--- config.mk ---
export PLATFORM = sky130hd
export DESIGN_NAME = sar_multiplier_module
export DESIGN_NICKNAME = d
export VERILOG_FILES = /design/src/rtl/sar_multiplier_module.sv
export SDC_FILE = /design/constraint.sdc
export NUM_CORES = 1
export LEC_CHECK = 0
export CAP_MARGIN = 30
export CORE_MARGIN = 2
export CORE_UTILIZATION = 25
export CTS_CLUSTER_SIZE = 10
export DETAILED_ROUTE_END_ITERATION = 7
export SLEW_MARGIN = 15
export SYNTH_ARGS = -nofsm -noshare
export SYNTH_HDL_FRONTEND = slang
export SYNTH_SLANG_ARGS = --single-unit
export TNS_END_PERCENT = 1
--- constraint.sdc ---
create_clock -name clk -period 6.3 [get_ports clk]
set_input_delay 0.945 -clock clk [delete_from_list [all_inputs] [get_ports clk]]
set_output_delay 0.945 -clock clk [all_outputs]
set_load 0.02 [all_outputs]
--- src/rtl/sar_multiplier_module.sv ---
// Sequential shift-and-add unsigned multiplier: one multiplier bit per clock,
// early exit once the remaining multiplier bits are zero.
module sar_multiplier_module #(
  parameter int unsigned BITS = 16
) (
  input  logic                clk,
  input  logic                reset,
  input  logic                start,
  input  logic [BITS-1:0]     multiplicando,
  input  logic [BITS-1:0]     multiplicador,
  output logic [2*BITS-1:0]   product,
  output logic [BITS-1:0]     result,
  output logic                overflow,
  output logic                busy,
  output logic                ready
);

  localparam int unsigned PW = 2 * BITS;

  typedef enum logic {IDLE, RUN} state_e;

  state_e          state_q, state_d;
  logic [PW-1:0]   acc_q, acc_d;
  logic [BITS-1:0] mult_q, mult_d;
  logic [PW-1:0]   product_q, product_d;
  logic            overflow_q, overflow_d;
  logic            busy_q, busy_d;
  logic            ready_q, ready_d;

  logic [PW-1:0]   sum;
  logic [BITS-1:0] mult_shr;

  always_ff @(posedge clk or negedge reset) begin
    if (!reset) begin
      state_q    <= IDLE;
      acc_q      <= '0;
      mult_q     <= '0;
      product_q  <= '0;
      overflow_q <= 1'b0;
      busy_q     <= 1'b0;
      ready_q    <= 1'b0;
    end else begin
      state_q    <= state_d;
      acc_q      <= acc_d;
      mult_q     <= mult_d;
      product_q  <= product_d;
      overflow_q <= overflow_d;
      busy_q     <= busy_d;
      ready_q    <= ready_d;
    end
  end

  // Next-state and datapath update.
  always_comb begin
    state_d    = state_q;
    acc_d      = acc_q;
    mult_d     = mult_q;
    product_d  = product_q;
    overflow_d = overflow_q;
    busy_d     = busy_q;
    ready_d    = ready_q;
    sum        = product_q + (mult_q[0] ? acc_q : PW'(0));
    mult_shr   = mult_q >> 1;

    case (state_q)
      IDLE: begin
        if (start) begin
          acc_d      = PW'(multiplicando);
          // A zero multiplicand makes every partial sum zero; skip the walk.
          mult_d     = (multiplicando == '0) ? '0 : multiplicador;
          product_d  = '0;
          overflow_d = 1'b0;
          ready_d    = 1'b0;
          busy_d     = 1'b1;
          state_d    = RUN;
        end
      end
      RUN: begin
        product_d = sum;
        acc_d     = acc_q << 1;
        mult_d    = mult_shr;
        if (mult_shr == '0) begin
          state_d    = IDLE;
          busy_d     = 1'b0;
          ready_d    = 1'b1;
          overflow_d = |sum[PW-1:BITS];
        end
      end
      default: state_d = IDLE;
    endcase
  end

  assign product  = product_q;
  assign result   = product_q[BITS-1:0];
  assign overflow = overflow_q;
  assign busy     = busy_q;
  assign ready    = ready_q;

endmodule

=== After elaboration in Yosys (flattened, before gate mapping) ===
Index checks and enable logic that the tools add are counted.

* Bits in registers: 84
* Input bits: 35
* Output and inout port bits: 51

* Multiplexer cells: 19
* Reductions and logical operators: 4
* $add $sub $neg: 1
* Bitwise gates (word level): 1
* Equality and inequality tests: 2

{| class="wikitable"
|+ Operators by type and width
! operator !! count
|-
| $pmux 32 s2 || 2
|-
| $mux 32 || 3
|-
| $add 32x32->32 || 1
|-
| $logic_not 16->1 || 2
|-
| $mux 16 || 2
|-
| $pmux 16 s2 || 1
|-
| $reduce_or 16->1 || 1
|-
| $pmux 1 s2 || 4
|-
| $mux 1 || 7
|-
| $ne 2x1->1 const B || 1
|-
| $ne 2x2->1 const B || 1
|-
| $reduce_and 2->1 || 1
|-
| $not 1->1 || 1
|}

=== Depth between registers and ports, before layout ===
Gate-level depths: netlist of the first run.

* Word-level depth: 5
* Depth in mapped cells: 13
* Depth with buffers taken out: 13

=== Worst setup path after synthesis of the first run ===
No wires, ideal clock.

* Path type: register -> register
* Start point: reg mult_q[0]
* End point: reg overflow_q (netlist: overflow)
* Arrival: 2.722 ns
* Period minus slack after synthesis: 2.850 ns
* Buffers on the path: 1
* Required time: 6.172 ns
* Setup time: 0.128 ns
* Path slack: 3.450 ns
* Cell stages (with the launch flop): 13
* Cells stage by stage: dfrtp_1 > clkbuf_1 > nand2_1 > fa_1 > nand2b_1 > a21oi_1 > o31ai_2 > a211oi_2 > o2111ai_1 > nor3b_1 > a211o_1 > nor4_2 > a21oi_1

* Cells in the longest elaborated chain, start to end: 5

{| class="wikitable"
|+ Ends and longest elaborated chain
! what !! RTL line !! source
|-
| start, declared || 24 || <nowiki>logic [BITS-1:0] mult_q, mult_d;</nowiki>
|-
| start signal, assigned || 45 || <nowiki>mult_q <= mult_d;</nowiki>
|-
| $mux 32 || 62 || <nowiki>sum = product_q + (mult_q[0] ? acc_q : PW'(0));</nowiki>
|-
| $add 32x32->32 || 62 ||
|-
| $reduce_or 16->1 || 86 || <nowiki>overflow_d = |sum[PW-1:BITS];</nowiki>
|-
| $mux 1 || 82 || <nowiki>if (mult_shr == '0) begin</nowiki>
|-
| $pmux 1 s2 || 65 || <nowiki>case (state_q)</nowiki>
|-
| end signal, assigned || 47 || <nowiki>overflow_q <= overflow_d;</nowiki>
|-
| end, declared || 26 || <nowiki>logic overflow_q, overflow_d;</nowiki>
|}

Every way passes these cells. The select of a mux whose other input is x is not followed.
A chain may end at the register's enable or synchronous reset.

=== Worst setup path after layout of the first run ===
Same ends and word-level chain as after synthesis.

==> run_summary.xml, run 1 <==
<?xml version="1.0" encoding="UTF-8"?>
<metrics>
  <group name="outcome">
    <metric name="status" unit="">finished clean</metric>
  </group>
  <group name="yosys">
    <metric name="yosys_register_bits" unit="">84</metric>
    <metric name="synth-main-ff-cell" unit="">sky130_fd_sc_hd__dfrtp_1</metric>
    <metric name="syn-mean-instance-area" unit="um2">8.60</metric>
    <metric name="synth_edf_count" unit="">0</metric>
    <metric name="yosys_warnings" unit="">0</metric>
    <metric name="synthesis.instances" unit="">673</metric>
    <metric name="synth_fp_nets" unit="">740</metric>
    <metric name="yosysSeqAreaShare" unit="%">36.3</metric>
    <metric name="async_reset_ff_share" unit="%">100</metric>
    <metric name="netlist_area" unit="um2">5790</metric>
    <metric name="netlist-cell-type-count" unit="">71</metric>
  </group>
  <group name="finish">
    <metric name="layout-area-overhead-vs-synth" unit="%">22.8</metric>
    <metric name="mostFrequentLayoutCells" unit="">sky130_fd_sc_hd__nand2_1 (115), sky130_fd_sc_hd__clkdlybuf4s50_1 (84), sky130_fd_sc_hd__dfrtp_1 (83), sky130_fd_sc_hd__o21ai_0 (82), sky130_fd_sc_hd__and2_1 (36)</metric>
    <metric name="final_cell_count_no_fill" unit="">1013</metric>
    <metric name="final.fill_count" unit="">2380</metric>
    <metric name="layout.cells.most_common" unit="">sky130_fd_sc_hd__nand2_1</metric>
    <metric name="design.final.nets" unit="">790</metric>
    <metric name="fraction_of_layout_cells_with_a_size_suffix_above_1" unit="%">5.36</metric>
    <metric name="insertedDiodeCount" unit="">0</metric>
  </group>
  <group name="sta">
    <metric name="timing_max_transition_violations_final" unit="">0</metric>
    <metric name="period_minus_slack" unit="ns">3.76</metric>
    <metric name="min_period_over_period" unit="%">59.7</metric>
    <metric name="finalHoldViolations" unit="">0</metric>
    <metric name="setup_tns" unit="ns">0</metric>
    <metric name="fmax" unit="MHz">266</metric>
    <metric name="final-setup-viol-count" unit="">0</metric>
    <metric name="timing.max_slew.rel_slack" unit="%">40.1</metric>
    <metric name="tightestPinTransition" unit="ns">0.898</metric>
    <metric name="setup_repair_after_global_routing_missed_its_margin" unit="">false</metric>
    <metric name="timing.clock.skew" unit="ns">0.00818</metric>
  </group>
  <group name="route">
    <metric name="postRouteWirelength" unit="um">16300</metric>
    <metric name="drc_errors" unit="">0</metric>
    <metric name="route.antenna.remaining_nets" unit="">0</metric>
    <metric name="wl_per_cell" unit="um">16.1</metric>
    <metric name="avgViaCountPerCell" unit="">5.08</metric>
    <metric name="drt_first_iter_violations" unit="">385</metric>
    <metric name="firstDrtPassIters" unit="">6</metric>
    <metric name="vias" unit="">5145</metric>
  </group>
  <group name="global_route">
    <metric name="number_of_antenna_violations_at_the_first_check_in_global_routing" unit="">0</metric>
    <metric name="global_route.usage.total" unit="%">13.8</metric>
    <metric name="first_global_vias" unit="">4877</metric>
    <metric name="grt_pass1_wl" unit="um">26500</metric>
    <metric name="maximum_number_of_pins_on_one_net_before_global_route_repair" unit="">97</metric>
    <metric name="grt-ovfl-total" unit="">0</metric>
  </group>
  <group name="worst_setup_path">
    <metric name="crit_path_end_kind" unit="">flop</metric>
    <metric name="worstPathCellList" unit="">and2_1 &gt; ha_1 &gt; inv_1 &gt; fa_1 &gt; nand2b_1 &gt; a21oi_1 &gt; o31ai_2 &gt; a211oi_2 &gt; o2111ai_1 &gt; nor3b_1 &gt; a211o_1 &gt; nor4_2 &gt; a21oi_1</metric>
    <metric name="longest_individual_stage_delay_on_the_worst_path" unit="ns">0.86</metric>
    <metric name="cp_data_arrival_time" unit="ns">3.98</metric>
    <metric name="cp-start-kind" unit="">flop</metric>
    <metric name="library_cell_contributing_the_largest_single_delay_on_the_critical_path" unit="">sky130_fd_sc_hd__dfrtp_1</metric>
    <metric name="critical_path.max_fanout" unit="">33</metric>
    <metric name="criticalPathCategory" unit="">flop to flop</metric>
    <metric name="crit_required" unit="ns">6.52</metric>
    <metric name="critPathMostFrequentCell" unit="">sky130_fd_sc_hd__a21oi_1</metric>
  </group>
  <group name="job">
    <metric name="max_cap_violations" unit="">0</metric>
  </group>
  <group name="clocking">
    <metric name="cts.htree.levels" unit="">3</metric>
    <metric name="cts_max_path_buffers" unit="">2</metric>
    <metric name="cts.reportedPaths.clkPinSlew" unit="ns">0.07</metric>
    <metric name="cts.repair_timing.setup_buffer_count" unit="">0</metric>
    <metric name="holdBufCountCts" unit="">0</metric>
    <metric name="clock_tree_from_tritoncts" unit="">done</metric>
    <metric name="cts-resized-gates" unit="">0</metric>
    <metric name="clkLatencyLatePin" unit="ns">0.35</metric>
    <metric name="cts-root-buf" unit="">sky130_fd_sc_hd__clkbuf_16</metric>
    <metric name="tritoncts_num_sinks" unit="">84</metric>
    <metric name="numCtsBuffers" unit="">9</metric>
  </group>
  <group name="pwr">
    <metric name="peakVddDrop" unit="mV">0.170</metric>
    <metric name="powerDensity" unit="nW/um2">430</metric>
    <metric name="cellLeakagePower" unit="nW">3.10</metric>
  </group>
  <group name="placement">
    <metric name="gpl.final_weighted_congestion" unit="">0.871</metric>
    <metric name="port_buffers" unit="">85</metric>
    <metric name="dpl.cell_count" unit="">997</metric>
    <metric name="detailed_place_hpwl" unit="um">12200</metric>
  </group>
  <group name="floorplanning">
    <metric name="start_util" unit="%">25.5</metric>
    <metric name="row_count" unit="">55</metric>
    <metric name="die_width" unit="um">156</metric>
    <metric name="die_area" unit="um2">24400</metric>
    <metric name="placeableCoreArea" unit="um2">22700</metric>
    <metric name="die_y" unit="um">156</metric>
    <metric name="ios" unit="">86</metric>
  </group>
  <group name="hold_path">
    <metric name="hold_crit_class" unit="">flop to flop</metric>
  </group>
</metrics>
[worst paths after layout]
check,start,endpoint,slack (ns),cells past startpoint
max reg2reg,mult_q[0],overflow,2.54,13
max,mult_q[0],overflow,2.54,13
min reg2reg,ready,ready,0.50,2
max in group asynchronous,reset,state_q,4.70,2
min in group asynchronous,reset,busy,0.54,1
min,ready,ready,0.50,2
[cells in the mapped netlist (6+ instances only)]
library cell | n | area [um2]
sky130_fd_sc_hd__a21o_1 | 14 | 105
sky130_fd_sc_hd__a21oi_1 | 35 | 175
sky130_fd_sc_hd__a22o_1 | 10 | 87.6
sky130_fd_sc_hd__a22oi_1 | 16 | 120
sky130_fd_sc_hd__a32o_1 | 7 | 70.1
sky130_fd_sc_hd__and2_1 | 36 | 225
sky130_fd_sc_hd__buf_2 | 7 | 35.0
sky130_fd_sc_hd__buf_4 | 16 | 120
sky130_fd_sc_hd__clkbuf_1 | 24 | 90.1
sky130_fd_sc_hd__dfrtp_1 | 84 | 2100
sky130_fd_sc_hd__ha_1 | 31 | 388
sky130_fd_sc_hd__inv_1 | 16 | 60.1
sky130_fd_sc_hd__mux2i_1 | 19 | 190
sky130_fd_sc_hd__nand2_1 | 115 | 432
sky130_fd_sc_hd__nand4_1 | 8 | 50.1
sky130_fd_sc_hd__nor2_1 | 23 | 86.3
sky130_fd_sc_hd__nor3_1 | 8 | 40.0
sky130_fd_sc_hd__nor4_1 | 12 | 75.1
sky130_fd_sc_hd__o21ai_0 | 82 | 410
sky130_fd_sc_hd__or3_1 | 6 | 37.5
sky130_fd_sc_hd__xnor2_1 | 9 | 78.8
sky130_fd_sc_hd__xor2_1 | 11 | 96.3
[logic make-up (layout without fill, tap and decap cells)]
family / Yosys count / in the layout / synth area share (%)
buffers and inverters: 69 / 124 / 5.79
xor gates and xnor gates: 20 / 20 / 3.03
adders and majority gates: 32 / 32 / 7.04
and+or+nand+nor: 234 / 234 / 19.6
AOI/OAI and AO/OA: 215 / 215 / 24.9
muxes: 19 / 19 / 3.28
DFF: 84 / 84 / 36.3
[cell type report]
cell class / instances / area (um2) / share of cell area, %
clock inverter: 6 / 88.8 / 1.25
timing repair buffer: 91 / 913 / 12.8
tap: 285 / 357 / 5.01
sequential: 84 / 2100 / 29.6
multi-input combinational: 520 / 3360 / 47.2
inverter: 17 / 63.8 / 0.897
clock buffer: 10 / 229 / 3.22
[worst max-delay path, delay by kind of cell, from the launching register on]
family                     cells  cell delay [ns]
and+or+nand+nor                4             0.85
adders and majority gates      2             0.54
DFF                            1             0.86
buffers and inverters          1             0.06
AOI/OAI and AO/OA              6             1.31
[flip-flops by register name, summed over array words and instances, names as in the netlist]
register,flops
acc_q,32
busy,1
mult_q,16
overflow,1
product,32
ready,1
state_q,1
[per-stage QoR]
| step | instance area [um2] | worst slack, ns | utilization, % | hold slack (ns) | total power [mW] |
|---|---|---|---|---|---|
| floorplan | 5790 | 3.45 | - | 0.463 | 1.96 |
| global placement | 6770 | 2.63 | 29.8 | 0.483 | 2.46 |
| CTS | 7110 | 2.54 | 31.3 | 0.503 | 3.08 |
| global route | 7110 | 2.18 | 31.3 | 0.533 | 3.29 |
| finish | 7110 | 2.54 | 31.3 | 0.498 | 3.06 |
| detailed placement | 6790 | 2.54 | 29.9 | 0.482 | 2.49 |
[power breakdown]
| group | leakage (nW) | internal [mW] | total [mW] | switching [mW] |
|---|---|---|---|---|
| Combinational | 1.86 | 0.641 | 1.51 | 0.865 |
| Clock | 0.149 | 0.348 | 0.580 | 0.232 |
| Sequential | 1.09 | 0.753 | 0.974 | 0.221 |
[layer usage]
layer,routed length [um],track usage (%)
met2,7060,20.6
met4,467,5.64
met3,825,2.33
met5,0,0
met1,7980,19.7
Power figures use the tool's default switching activity.
==> run 2, diff against run 1 <==
Clock period 6.3 ns to 3.8 ns, I/O delays scaled along.
==> run 2 against run 1 <==
First-iteration DRC count decreased by 4.2%. Clock skew is essentially flat. Register-to-register slack worse by 2.2 ns. Highest routed layer unchanged. Wire length is 1.3% higher. Largest power group unchanged. Critical path type unchanged.
==> run_summary.xml, run 2 (same netlist as run 1, synthesis figures left out) <==
<?xml version="1.0" encoding="UTF-8"?>
<metrics>
  <group name="floorplanning">
    <metric name="row_count" unit="">55</metric>
    <metric name="start_util" unit="%">25.5</metric>
    <metric name="ios" unit="">86</metric>
    <metric name="die_width" unit="um">156</metric>
    <metric name="die_y" unit="um">156</metric>
    <metric name="placeableCoreArea" unit="um2">22700</metric>
    <metric name="die_area" unit="um2">24400</metric>
  </group>
  <group name="outcome">
    <metric name="status" unit="">finished clean</metric>
  </group>
  <group name="hold_path">
    <metric name="hold_crit_class" unit="">input port to asynchronous set/reset pin</metric>
  </group>
  <group name="route">
    <metric name="drc_errors" unit="">0</metric>
    <metric name="drt_first_iter_violations" unit="">369</metric>
    <metric name="avgViaCountPerCell" unit="">5.02</metric>
    <metric name="route.antenna.remaining_nets" unit="">0</metric>
    <metric name="vias" unit="">5114</metric>
    <metric name="firstDrtPassIters" unit="">5</metric>
    <metric name="wl_per_cell" unit="um">16.2</metric>
    <metric name="postRouteWirelength" unit="um">16500</metric>
  </group>
  <group name="job">
    <metric name="max_cap_violations" unit="">0</metric>
  </group>
  <group name="pwr">
    <metric name="post-layout-total-power" unit="mW">5.02</metric>
    <metric name="peakVddDrop" unit="mV">0.282</metric>
    <metric name="powerDensity" unit="nW/um2">704</metric>
    <metric name="cellLeakagePower" unit="nW">3.13</metric>
  </group>
  <group name="global_route">
    <metric name="global_route.usage.total" unit="%">13.8</metric>
    <metric name="grt-ovfl-total" unit="">0</metric>
    <metric name="grt_pass1_wl" unit="um">26300</metric>
    <metric name="first_global_vias" unit="">4959</metric>
    <metric name="number_of_antenna_violations_at_the_first_check_in_global_routing" unit="">0</metric>
    <metric name="maximum_number_of_pins_on_one_net_before_global_route_repair" unit="">97</metric>
  </group>
  <group name="clocking">
    <metric name="holdBufCountCts" unit="">0</metric>
    <metric name="cts.reportedPaths.clkPinSlew" unit="ns">0.07</metric>
    <metric name="cts_max_path_buffers" unit="">2</metric>
    <metric name="numCtsBuffers" unit="">9</metric>
    <metric name="tritoncts_num_sinks" unit="">84</metric>
    <metric name="cts.repair_timing.setup_buffer_count" unit="">0</metric>
    <metric name="cts-resized-gates" unit="">0</metric>
    <metric name="cts-root-buf" unit="">sky130_fd_sc_hd__clkbuf_16</metric>
    <metric name="clock_tree_from_tritoncts" unit="">done</metric>
    <metric name="clkLatencyLatePin" unit="ns">0.35</metric>
    <metric name="cts.htree.levels" unit="">3</metric>
  </group>
  <group name="worst_setup_path">
    <metric name="longest_individual_stage_delay_on_the_worst_path" unit="ns">0.52</metric>
    <metric name="cp_data_arrival_time" unit="ns">3.75</metric>
    <metric name="crit_path_end_kind" unit="">flop</metric>
    <metric name="worst-r2r-setup-slack" unit="ns">0.32</metric>
    <metric name="worstPathCellList" unit="">buf_4 &gt; and2_1 &gt; ha_1 &gt; nand4_1 &gt; nor4_2 &gt; o211ai_1 &gt; and2_0 &gt; a222oi_1 &gt; a21oi_1 &gt; nand4bb_1 &gt; nor4_2 &gt; a21oi_1</metric>
    <metric name="criticalPathCategory" unit="">flop to flop</metric>
    <metric name="critical_path.max_fanout" unit="">19</metric>
    <metric name="cp-start-kind" unit="">flop</metric>
    <metric name="library_cell_contributing_the_largest_single_delay_on_the_critical_path" unit="">sky130_fd_sc_hd__dfrtp_1</metric>
    <metric name="crit_required" unit="ns">4.07</metric>
  </group>
  <group name="finish">
    <metric name="fraction_of_layout_cells_with_a_size_suffix_above_1" unit="%">5.87</metric>
    <metric name="mostFrequentLayoutCells" unit="">sky130_fd_sc_hd__nand2_1 (115), sky130_fd_sc_hd__clkdlybuf4s50_1 (84), sky130_fd_sc_hd__dfrtp_1 (83), sky130_fd_sc_hd__o21ai_0 (82), sky130_fd_sc_hd__and2_1 (36)</metric>
    <metric name="insertedDiodeCount" unit="">0</metric>
    <metric name="design_area" unit="um2">7130</metric>
    <metric name="final_cell_count_no_fill" unit="">1018</metric>
    <metric name="layout-area-overhead-vs-synth" unit="%">23.2</metric>
    <metric name="layout.cells.most_common" unit="">sky130_fd_sc_hd__nand2_1</metric>
    <metric name="design.final.nets" unit="">795</metric>
  </group>
  <group name="sta">
    <metric name="min_period_over_period" unit="%">91.5</metric>
    <metric name="timing.clock.skew" unit="ns">0.00811</metric>
    <metric name="fmax" unit="MHz">288</metric>
    <metric name="setup_repair_after_global_routing_missed_its_margin" unit="">false</metric>
    <metric name="timing.max_slew.rel_slack" unit="%">36.3</metric>
    <metric name="period_minus_slack" unit="ns">3.48</metric>
    <metric name="tightestPinTransition" unit="ns">0.956</metric>
    <metric name="setup_tns" unit="ns">0</metric>
    <metric name="finalHoldViolations" unit="">0</metric>
    <metric name="final-setup-viol-count" unit="">0</metric>
    <metric name="timing_max_transition_violations_final" unit="">0</metric>
  </group>
  <group name="placement">
    <metric name="postPlaceCellArea" unit="um2">6800</metric>
    <metric name="detailed_place_hpwl" unit="um">12500</metric>
    <metric name="dpl.cell_count" unit="">1001</metric>
    <metric name="port_buffers" unit="">85</metric>
    <metric name="gpl.final_weighted_congestion" unit="">0.944</metric>
  </group>
</metrics>
[run 2: changes by cell type in the layout (fill, tap and decap cells not counted), sizes merged]
| cell | delta |
|---|---|
| buf | +5 |
| clkbuf | +3 |
| clkinvlp | -2 |
| bufinv | -1 |
[run 2: area by class of cell]
| cell class | count | area (um2) |
|---|---|---|
| Clock buffer | 13 | 260 |
| Clock inverter | 3 | 43.8 |
| Fill cell | 2378 | 15600 |
| Inverter | 17 | 63.8 |
| Multi-Input combinational cell | 520 | 3360 |
| Sequential cell | 84 | 2100 |
| Tap cell | 285 | 357 |
| Timing Repair Buffer | 96 | 951 |
[run 2: path summary, 6_finish.rpt]
path | endpoint | from | cells after the start
setup / recovery | overflow | mult_q[0] | 12
hold / removal | acc_q[29] | reset | 1
setup reg to reg | overflow | mult_q[0] | 12
hold reg to reg | ready | ready | 2
max in group asynchronous | state_q | reset | 2
min in group clk | ready | ready | 2
[run 2: routing by layer]
layer / vias up / wire length, um / part of all wire, % / global-route usage (%)
li1: 2549 / - / - / -
met1: 2411 / 7860 / 47 / 18.2
met2: 131 / 7500 / 45 / 21.8
met3: 23 / 796 / 4.8 / 3.28
met4: 0 / 389 / 2.4 / 5.20
met5: - / 0 / 0 / 0
[run 2: worst max-delay path, delay by kind of cell (launching register included)]
kind,cells,cell delay [ns]
compound gates,4,0.88
fa+ha+maj,1,0.49
buf+inv,1,0.25
flops,1,0.52
simple gates,6,1.26
[run 2: stage by stage]
| step | utilization (%) | hold WS [ns] | setup WS, ns |
|---|---|---|---|
| after floorplan | - | 0.274 | 0.950 |
| after CTS | 31.3 | 0.403 | 0.335 |
| after global routing | 31.4 | 0.157 | 0.0972 |
| after detailed placement | 30.0 | 0.467 | 0.357 |
| after global placement | 30.0 | 0.470 | 0.445 |
| final | 31.4 | 0.139 | 0.324 |
[run 2: report_power, final]
part | switching [mW] | internal (mW) | leakage, nW | total (mW)
Sequential | 0.339 | 1.25 | 1.09 | 1.59
Combinational | 1.46 | 1.05 | 1.88 | 2.51
Clock | 0.374 | 0.548 | 0.150 | 0.922
==> edit 1, RTL diff (flow settings as in run 2) <==
Change the parameter `BITS` from 16 to 32.
--- a/src/rtl/sar_multiplier_module.sv
+++ b/src/rtl/sar_multiplier_module.sv
@@ -2,5 +2,5 @@
 // early exit once the remaining multiplier bits are zero.
 module sar_multiplier_module #(
-  parameter int unsigned BITS = 16
+  parameter int unsigned BITS = 32
 ) (
   input  logic                clk,
Interface: changed (resized multiplicador, multiplicando, product and result); port bits go from 86 to 166. The function was not compared with the original's and may differ.
==> edit 1 against run 2 <==
Critical path type unchanged; count of clock-buffer cells in the layout grew 7; sequential cell count grew 80; power grew to 2.5 times the old value; synthesized cell count grew 110%; largest power group unchanged; combinational power grew to 3.0 times the old value; setup slack lost 450 ps; the flow now finishes with violations (negative setup slack); hold slack gained 340 ps; synthesized area grew 100%; critical path depth grew 2; global-route usage grew 5.3 points; via count grew 140%; critical endpoint unchanged; wire length grew to 2.8 times the old value; final area grew 140%.
==> edit 1: results (changes against run 2) <==
run_status: "finished with violations"
failed_checks: "negative setup slack"
portBuffers: 165  # +94%
met3_usage: 0.0246  # -0.00817
dr.first_iter.drc_count: 764  # +110%
gp_congestion: 0.926  # -1.9%
n_all_buffers: 511  # +430%
clkLatencyLatePin_ps: 480  # +130 ps
tightest_slew_ps: 787  # -168 ps
layout_setup_ws_ps: -122  # -446 ps
p_leak_uw: 0.00762  # +140%
hold_path.class: "reg -> reg"
grt_use_met2: 0.322  # +0.104
setup_viol_count_final: 1  # +1
placedCellCount: 2388  # +140%
grt_max_degree: 96  # -1.0%
grt_pass1_wl_mm: 71.3  # +170%
avgSynthCellArea_um2: 8.27  # -3.8%
pwr_density_cell_nw_per_um2: 730  # +3.7%
place_ws_ps: -374  # -731 ps
h-tree-depth: 4  # +1
switchingPower_uw: 5520  # +150%
setup_tns_ps: -122  # -122 ps
synth_compound_area_frac: 0.246  # -0.00375
crit_fanout: 6  # -13
finalClockSkew_ps: 19.9  # +11.8 ps
multi_input_gates: 1121  # +120%
irDropWorstVdd_v: 0.000363  # +29%
met2_wirelength_mm: 21.9  # +190%
stdcell_count: 2451  # +140%
yosysUniqueCellTypes: 82  # +15%
pg_seq_uw: 3300  # +110%
max_stage_delay_ps: 570  # +50 ps
place_area_um2: 16000  # +140%
clk_share: 0.0337  # -0.00890
critPathArrivalTime_ps: 4280  # +530 ps
syn_nets: 1551  # +110%
cp_slowest_cell: "or4_4"
grtUsageMet1: 0.250  # +0.0677
first_global_vias: 12600  # +150%
synth_fa_ha_area_frac: 0.0688  # -0.00164
ctsResizeCount: 82  # +82
wirelength_mm: 45.5  # +180%
cts_buffers: 17  # +8
regArea_um2: 4110  # +95%
drive_gt1_frac: 0.269  # +0.210
buf_share: 0.249  # +0.116
fillers: 4825  # +100%
track_usage: 0.190  # +0.0526
fin_nets: 1962  # +150%
vias: 12300  # +140%
n_all_inverters: 16  # -1
seq_share: 0.236  # -0.0588
-- edit 1: cell count changes after synthesis, sizes merged, moves of 20 or more --
cell | run 2 | this run
a21oi | 36 | 93
and2 | 37 | 66
clkbuf | 24 | 73
dfrtp | 84 | 164
ha | 31 | 63
nand2 | 115 | 230
nand3 | 3 | 23
nand4 | 8 | 34
nor2 | 23 | 72
o21ai | 83 | 185
-- edit 1: critical path, delay by kind of cell, from the launching register on --
kind	cells	cell delay, ps
buffers and inverters	2	310
AOI/OAI and AO/OA	5	960
adders and majority gates	1	330
DFF	1	410
and+or+nand+nor	6	1790
-- edit 1: cell families (layout without fill, tap and decap cells) --
family,Yosys count,count (layout)
and+or+nand+nor,524,524
xor gates and xnor gates,44,44
buffers and inverters,135,559
DFF,164,164
AOI/OAI and AO/OA,455,455
adders and majority gates,64,64
muxes,34,34
==> edit 2, RTL diff (flow settings as in run 2) <==
Made on the original files. Make the reset (`reset`) synchronous in one clocked block.
--- a/src/rtl/sar_multiplier_module.sv
+++ b/src/rtl/sar_multiplier_module.sv
@@ -31,5 +31,5 @@
   logic [BITS-1:0] mult_shr;
 
-  always_ff @(posedge clk or negedge reset) begin
+  always_ff @(posedge clk) begin
     if (!reset) begin
       state_q    <= IDLE;
Formal check against the unedited RTL: differs if reset is asserted again (counterexample within 4 cycles, from zero or initial values and one cycle with reset low); with reset held inactive, the same outputs for 4 cycles.
==> edit 2 against run 2 <==
Synthesized area is 3.8% lower; global-route usage rose by 0.085 points; count of clock-buffer cells in the layout is 2 lower; synthesized cell count increased by 0.89%; wire length decreased by 3.0%; via count grew 1.0%; core utilization up 2.7 points; final area increased by 4.4%; setup slack lost 320 ps; sequential cell count did not move; die area shrank 3.7%; largest cell class unchanged.
Power is not compared: it rests on default switching activity, and its combinational part moved more than twofold at a synthesized area within 25%.
==> edit 2: results (changes against run 2) <==
grt_pass1_wl_mm: 26.8  # +1.8%
rrSetupSlack_ps: 1  # -320 ps
yosysUniqueCellTypes: 59  # -17%
vias: 5167  # +1.0%
first_global_vias: 5068  # +2.2%
finalClockSkew_ps: 7.44  # -0.671 ps
r2r-end: "overflow"
dr.pass1.iters: 4  # -1
stdcell_count: 1066  # +4.7%
synth_common_cells: "dfxtp_1, a21oi_1, nor2b_1"
tightest_slew_ps: 954  # -2.06 ps
hold_path.class: "reg -> reg"
wirelength_mm: 16.0  # -3.0%
grt_antenna_before_repair: 0  # unchanged
placedCellCount: 1047  # +4.6%
dr.first_iter.drc_count: 394  # +6.8%
run_status: "finished clean"
critPathArrivalTime_ps: 4020  # +270 ps
fillers: 2209  # -7.1%
min_from: "busy"
ctsRootBufferMaster: "clkbuf_16"
portBuffers: 85  # unchanged
grt_max_degree: 102  # +5.2%
antenna_cells: 0  # unchanged
yosysSeqAreaShare: 0.302  # -0.0613
place_ws_ps: -156  # -513 ps
cp_slowest_cell: "or4_1"
yosysWarningCount: 0  # unchanged
fin_nets: 849  # +6.8%
reg2reg_from: "mult_q[0]"
syn_nets: 746  # +0.81%
track_usage: 0.139  # +0.000851
clkLatencyLatePin_ps: 340
p_leak_uw: 0.00335
dp_hpwl_mm: 11.8  # -5.9%
clock_path_buffers: 2  # unchanged
drive_gt1_frac: 0.142  # +0.0838
layout_min_cycle_time_ps: 3800  # +322 ps
gp_congestion: 0.866  # -8.2%
irDropWorstVdd_v: 0.000208
avgSynthCellArea_um2: 8.21  # -4.6%
synth_area_leaders: "dfxtp_1, ha_1, nor2b_1"
whs_endpoint: "busy"
cts.clk_slew.worst_paths_ps: 60
h-tree-depth: 3  # unchanged
cts_buffers: 9  # unchanged
synthArstFlopShare: 0  # -1.00
max_stage_delay_ps: 550  # +30 ps
r2r_cells: 14  # +2
ys.flop_type: "dfxtp_1"
cts_tree: "done"
crit_fanout: 17  # -2
## edit 2: cell types whose count changed after synthesis, sizes merged, moves of 15 or more
cell and change:
dfrtp -84, dfxtp +84, nand2 -68, o21ai -66, and3 +56, nor2b +56, a21oi +33, clkbuf +18
a22oi -15
## edit 2: logic make-up after synthesis
kind of cell	synth area share
multiplexers	0.0310
flip-flops	0.302
AND/OR/NAND/NOR	0.273
AO/OA/AOI/OAI	0.222
buffers and inverters	0.0573
adder cells (fa/ha/maj)	0.0732
XOR/XNOR	0.0409
## edit 2: layout make-up
| type | instances | area share |
|---|---|---|
| multi-input combinational | 526 | 0.496 |
| inverter | 9 | 0.00454 |
| timing repair buffer | 152 | 0.181 |
| sequential | 84 | 0.226 |
| clock buffer | 11 | 0.0312 |
| clock inverter | 4 | 0.0133 |
| tap | 280 | 0.0470 |
## edit 2: stage by stage
step / hold WS (ps) / cell area, µm²
floorplan: 464 / 5610
detailed placement: 470 / 6990
CTS: 482 / 7410
finish: 480 / 7450
global placement: 462 / 6990
global route: 511 / 7450
## edit 2: how the worst max path moves through the flow
stage / startpoint / end
floorplan: mult_q[0] / overflow
global placement: mult_q[0] / overflow
detailed placement: mult_q[0] / overflow
CTS: mult_q[0] / overflow
global route: mult_q[0] / overflow
finish: mult_q[0] / overflow
## edit 2: worst max-delay path: cells and delay by family (launching register included)
| kind | cells | cell delay, ps |
|---|---|---|
| and+or+nand+nor | 8 | 2290 |
| DFF | 1 | 370 |
| buffers and inverters | 2 | 340 |
| adders and majority gates | 1 | 300 |
| AOI/OAI and AO/OA | 2 | 270 |
| xor gates and xnor gates | 1 | 110 |
## edit 2: what timing repair did
item | 4_1_cts | 5_1_grt
endpoints found under the hold margin | 0 | 0
pin swaps | 12 | 3
setup buffers | 3 | 1
gates resized for setup | 12 | 5
setup endpoints to repair | 1 | 2
hold buffers | 0 | 0
## edit 2: per-layer routing
layer	up-vias	share of wire	GRT usage
met5	-	0	0
met4	0	0.0079	0.0265
met3	11	0.048	0.0281
met2	104	0.46	0.225
met1	2397	0.49	0.192
li1	2655	-	-
## edit 2: power breakdown
part | internal (µW) | switching (µW) | total [µW]
logic | 121 | 142 | 263
registers | 914 | 28.6 | 943
clock network | 641 | 362 | 1000
